===== src/rtl/uart_rx.sv =====
// UART receiver: oversampled 8N1 frame recovery with registered valid/frame_err strobes.
// Define UART_RX_PARITY_EN to add an even-parity bit before the stop bit and a parity_err strobe.
module uart_rx #(
    parameter int unsigned OVERSAMPLE = 16,
    parameter int unsigned DATA_BITS  = 8
) (
    input  logic                 clk,
    input  logic                 rst,
    input  logic                 tick,
    input  logic                 rx,
    output logic [DATA_BITS-1:0] data_out,
    output logic                 valid,
    output logic                 frame_err,
`ifdef UART_RX_PARITY_EN
    output logic                 busy,
    output logic                 parity_err
`else
    output logic                 busy
`endif
);

    localparam int unsigned SW = $clog2(OVERSAMPLE);
    localparam int unsigned BW = (DATA_BITS > 1) ? $clog2(DATA_BITS) : 1;
    localparam logic [SW-1:0] S_HALF = SW'(OVERSAMPLE / 2 - 1);
    localparam logic [SW-1:0] S_LAST = SW'(OVERSAMPLE - 1);
    localparam logic [BW-1:0] B_LAST = BW'(DATA_BITS - 1);

`ifdef UART_RX_PARITY_EN
    typedef enum logic [2:0] {IDLE, START, DATA, PARITY, STOP} state_t;
`else
    typedef enum logic [1:0] {IDLE, START, DATA, STOP} state_t;
`endif

    state_t               state, state_n;
    logic                 rx_meta, rx_sync, rx_prev;
    logic [SW-1:0]        s_cnt, s_cnt_n;
    logic [BW-1:0]        b_cnt, b_cnt_n;
    logic [DATA_BITS-1:0] shreg, shreg_n;
    logic [DATA_BITS-1:0] data_n;
    logic                 valid_n, ferr_n, busy_n;
`ifdef UART_RX_PARITY_EN
    logic                 par_bit, par_bit_n, perr_n;
`endif

    // Synchronizer, edge history and all state registers
    always_ff @(posedge clk or posedge rst) begin
        if (rst) begin
            rx_meta    <= 1'b1;
            rx_sync    <= 1'b1;
            rx_prev    <= 1'b1;
            state      <= IDLE;
            s_cnt      <= '0;
            b_cnt      <= '0;
            shreg      <= '0;
            data_out   <= '0;
            valid      <= 1'b0;
            frame_err  <= 1'b0;
            busy       <= 1'b0;
`ifdef UART_RX_PARITY_EN
            par_bit    <= 1'b0;
            parity_err <= 1'b0;
`endif
        end else begin
            rx_meta    <= rx;
            rx_sync    <= rx_meta;
            rx_prev    <= rx_sync;
            state      <= state_n;
            s_cnt      <= s_cnt_n;
            b_cnt      <= b_cnt_n;
            shreg      <= shreg_n;
            data_out   <= data_n;
            valid      <= valid_n;
            frame_err  <= ferr_n;
            busy       <= busy_n;
`ifdef UART_RX_PARITY_EN
            par_bit    <= par_bit_n;
            parity_err <= perr_n;
`endif
        end
    end

    // Next-state and strobe logic; counters only move on tick
    always_comb begin
        state_n   = state;
        s_cnt_n   = s_cnt;
        b_cnt_n   = b_cnt;
        shreg_n   = shreg;
        data_n    = data_out;
        valid_n   = 1'b0;
        ferr_n    = 1'b0;
`ifdef UART_RX_PARITY_EN
        par_bit_n = par_bit;
        perr_n    = 1'b0;
`endif
        case (state)
            IDLE: begin
                if (rx_prev && !rx_sync) begin
                    state_n = START;
                    s_cnt_n = '0;
                end
            end
            START: begin
                if (tick) begin
                    if (s_cnt == S_HALF) begin
                        if (!rx_sync) begin
                            state_n = DATA;
                            s_cnt_n = '0;
                            b_cnt_n = '0;
                        end else begin
                            state_n = IDLE;
                        end
                    end else begin
                        s_cnt_n = s_cnt + SW'(1);
                    end
                end
            end
            DATA: begin
                if (tick) begin
                    if (s_cnt == S_LAST) begin
                        shreg_n = DATA_BITS'({rx_sync, shreg} >> 1);
                        s_cnt_n = '0;
                        if (b_cnt == B_LAST) begin
`ifdef UART_RX_PARITY_EN
                            state_n = PARITY;
`else
                            state_n = STOP;
`endif
                        end else begin
                            b_cnt_n = b_cnt + BW'(1);
                        end
                    end else begin
                        s_cnt_n = s_cnt + SW'(1);
                    end
                end
            end
`ifdef UART_RX_PARITY_EN
            PARITY: begin
                if (tick) begin
                    if (s_cnt == S_LAST) begin
                        par_bit_n = rx_sync;
                        s_cnt_n   = '0;
                        state_n   = STOP;
                    end else begin
                        s_cnt_n = s_cnt + SW'(1);
                    end
                end
            end
`endif
            STOP: begin
                if (tick) begin
                    if (s_cnt == S_LAST) begin
                        // Leave at the stop midpoint so a back-to-back start edge is seen
                        state_n = IDLE;
                        if (rx_sync) begin
                            data_n  = shreg;
                            valid_n = 1'b1;
`ifdef UART_RX_PARITY_EN
                            perr_n  = (^shreg) ^ par_bit;
`endif
                        end else begin
                            ferr_n = 1'b1;
                        end
                    end else begin
                        s_cnt_n = s_cnt + SW'(1);
                    end
                end
            end
            default: state_n = IDLE;
        endcase
        busy_n = (state_n != IDLE);
    end

endmodule


===== config.mk =====
export PLATFORM = sky130hd
export DESIGN_NAME = uart_rx
export DESIGN_NICKNAME = d
export VERILOG_FILES = /design/src/rtl/uart_rx.sv
export SDC_FILE = /design/constraint.sdc
export NUM_CORES = 1
export LEC_CHECK = 0
export BUFFER_PORTS_ARGS = -buffer_cell sky130_fd_sc_hd__buf_2
export CAP_MARGIN = 15
export CORE_MARGIN = 2
export CORE_UTILIZATION = 55
export CTS_BUF_LIST = sky130_fd_sc_hd__clkbuf_4
export DETAILED_ROUTE_END_ITERATION = 8
export GPL_ROUTABILITY_DRIVEN = 0
export PLACE_DENSITY = 0.75
export SYNTH_ARGS = -nofsm -noshare
export SYNTH_HDL_FRONTEND = slang
export SYNTH_SLANG_ARGS = --single-unit
export TNS_END_PERCENT = 10

===== constraint.sdc =====
create_clock -name clk -period 2.6 [get_ports clk]
set_input_delay 0.52 -clock clk [delete_from_list [all_inputs] [get_ports clk]]
set_output_delay 0.52 -clock clk [all_outputs]
set_load 0.005 [all_outputs]

==> qor.txt <==
Outcome - finished, final reports clean
Max Freq - 560 MHz
Slew Limit Headroom - 0.623
Top cell type's share of synthesized area - 0.496
Netlist Area Pre-Place - 0.00141 sq mm
Cell variety after synth - 38
Die Y - 54.7 um
DRC viols - 0
Number of synthesized register bits - 31
Net Switching - 423 uW
VDD IR-drop max - 0.776 mV
Worst setup EP type - register
Tcrit/Tclk final - 0.687
CTS buffer count - 5
Postcts setup bufs - 0
Reg clk slew, reported paths - 90 ps
Layout cells sized above 1 - 0.368
Antenna viol nets, final - 0
Non-Filler Instances - 155
Number of global-route vias before repair - 817
Syn_nets - 113
Count of pins over their slew limit - 0
Initial antenna violation count - 0
Clock Tree Root - clkbuf_4
Worst-Margin Slew - 564 ps
CP Data Required Time - 2830 ps
Worst min path class - input pin to async pin
Count leader, synth - dfrtp_1
Post-Place Setup Slack - 799 ps
Crit-path cells - ha_1 -> and3_4 -> and3_1 -> mux2_2
Sequential share of power - 0.496
First-pass GRT wire length - 3570 um
PortBufs - 14
Pwr dens - 864 mW/mm^2
Tot GR Track Use - 0.180
Clock Skews - 6.91 ps
Drt initial violations - 4
Dpl cells - 147
Final setup violation count - 0
Fin worst setup slack - 814 ps
Slowest-stage cell, CP - dfrtp_1
Synth area leader - dfrtp_1
Nets@finish - 131
Placed Area - 0.00149 sq mm
Max Cap Viol - 0
Sequential-to-total area share from yosys stat - 0.551
Die Wd - 54.7 um
Clk sinks - 31
Final WL - 2140 um
Average via count per standard cell - 5.46
Routed wire per std cell - 13.8 um
Die area - 0.00299 sq mm
CTS resizes - 0
Final TNS setup - 0 ps
Main synth FF type - dfrtp_1
Post-route minimum period - 1790 ps
Post-route cell area - 0.00157 sq mm
TritonCTS clock tree - built
Via Count - 847
Final HPWL DP - 1510 um
Fillcell total - 185
Synth Instances - 106
Switching share of total power - 0.313
Syn Area/Cell - 13.3 sq um
Max Root-Sink Buffers - 2
Area grow syn2layout - 10.7%
Top Family by Delay on Critical Path - simple AND/OR/NAND/NOR gates
Hold_buf cts - 0
Largest net degree at the start of global routing - 17
WP buf/inv - 0
Pint - 929 uW
Syn. warnings - 0
TritonRoute pass-1 iters - 2
Std-Cell Rows - 18
Io pins - 15
Post-synth top cells - 28 x dfrtp_1, 12 x mux2_2, 6 x nand2_1
WP data arrival - 2010 ps
Initial core utilization - 0.576
Max incr delay on CP - 400 ps
Clk pwr share - 0.263
Remaining Overflow, GRT - 0
Post-synth EDFFs - 0
Critical path startpoint category - register
Htree depth - 2
Total core area - 0.00245 sq mm
Combinational Power Share - 0.241
Clock Latency Late Sink - 330 ps
Leak - 0.000811 uW
Max FO, Critical Path - 8
RSZ-0062 raised after global routing - no
Most area-consuming cells after synthesis - dfrtp_1 50%, mux2_2 9.6%, dfstp_2 5.6%
Synth async-reset ratio - 1.00
Fin. Hold Viols - 0
ANT cells - 0
Critical setup path kind - register to register
==> sequential cells by signal, indices dropped and copies added, names as in the netlist <==
| name | cells |
|---|---|
| frame_err | 1 |
| data_out | 8 |
| busy | 1 |
| s_cnt | 4 |
| shreg | 8 |
| b_cnt | 3 |
| valid | 1 |
| state | 2 |
| rx_meta | 1 |
| rx_prev | 1 |
| rx_sync | 1 |
==> layout by cell type, fill, tap and decap left out, types with 4 or more instances in the layout <==
| cell | n |
|---|---|
| mux2i_1 | 4 |
| inv_1 | 5 |
| buf_2 | 14 |
| mux2_2 | 12 |
| nor3_1 | 4 |
| mux2_1 | 5 |
| nand2_1 | 6 |
| clkbuf_4 | 5 |
| dfrtp_1 | 28 |
==> metal layers <==
layer / GRT usage / part of all wire / vias up
li1: - / - / 416
met1: 0.200 / 0.44 / 412
met2: 0.282 / 0.49 / 14
met3: 0.0929 / 0.047 / 5
met4: 0.0875 / 0.022 / 0
met5: 0 / 0 / -
==> path summary, 6_finish.rpt <==
path	from	endpoint	slack [ps]	cells past startpoint
max	s_cnt[0]	shreg[7]	810	4
min in group clk	rx	rx_meta	290	1
max in group asynchronous	rst	b_cnt[2]	1760	3
min	rst	shreg[3]	230	2
min reg2reg	rx_meta	rx_sync	370	0
max reg2reg	s_cnt[0]	shreg[7]	810	4
==> layout make-up <==
class,instances,area (sq um),area share
sequential,31,779,0.498
inverter,5,18.8,0.0120
tap,30,37.5,0.0240
clock buffer,5,37.5,0.0240
clock inverter,3,38.8,0.0248
timing repair buffer,15,77.6,0.0496
multi-input combinational,66,576,0.368
==> power by group through the flow <==
stage	logic, uW	clock network, uW	registers (uW)
5_1_grt	371	394	690
3_5_place_dp	326	0	680
2_1_floorplan	332	0	623
6_report	325	356	671
3_3_place_gp	308	0	675
4_1_cts	329	369	671
==> logic make-up (layout without fill, tap and decap cells) <==
group | count (synthesis) | after routing | synth area share
simple gates | 28 | 28 | 0.138
mux | 22 | 22 | 0.174
flops | 31 | 31 | 0.551
compound gates | 13 | 13 | 0.0681
buf+inv | 9 | 28 | 0.0416
fa+ha+maj | 3 | 3 | 0.0266
==> per-stage QoR <==
| step | power [uW] | hold slack [ps] | util |
|---|---|---|---|
| global placement | 983 | 348 | 0.607 |
| global route | 1460 | 256 | 0.638 |
| CTS | 1370 | 229 | 0.638 |
| floorplan | 955 | 345 | - |
| finish | 1350 | 225 | 0.638 |
| detailed placement | 1010 | 349 | 0.607 |
Power figures use the tool's default switching activity.
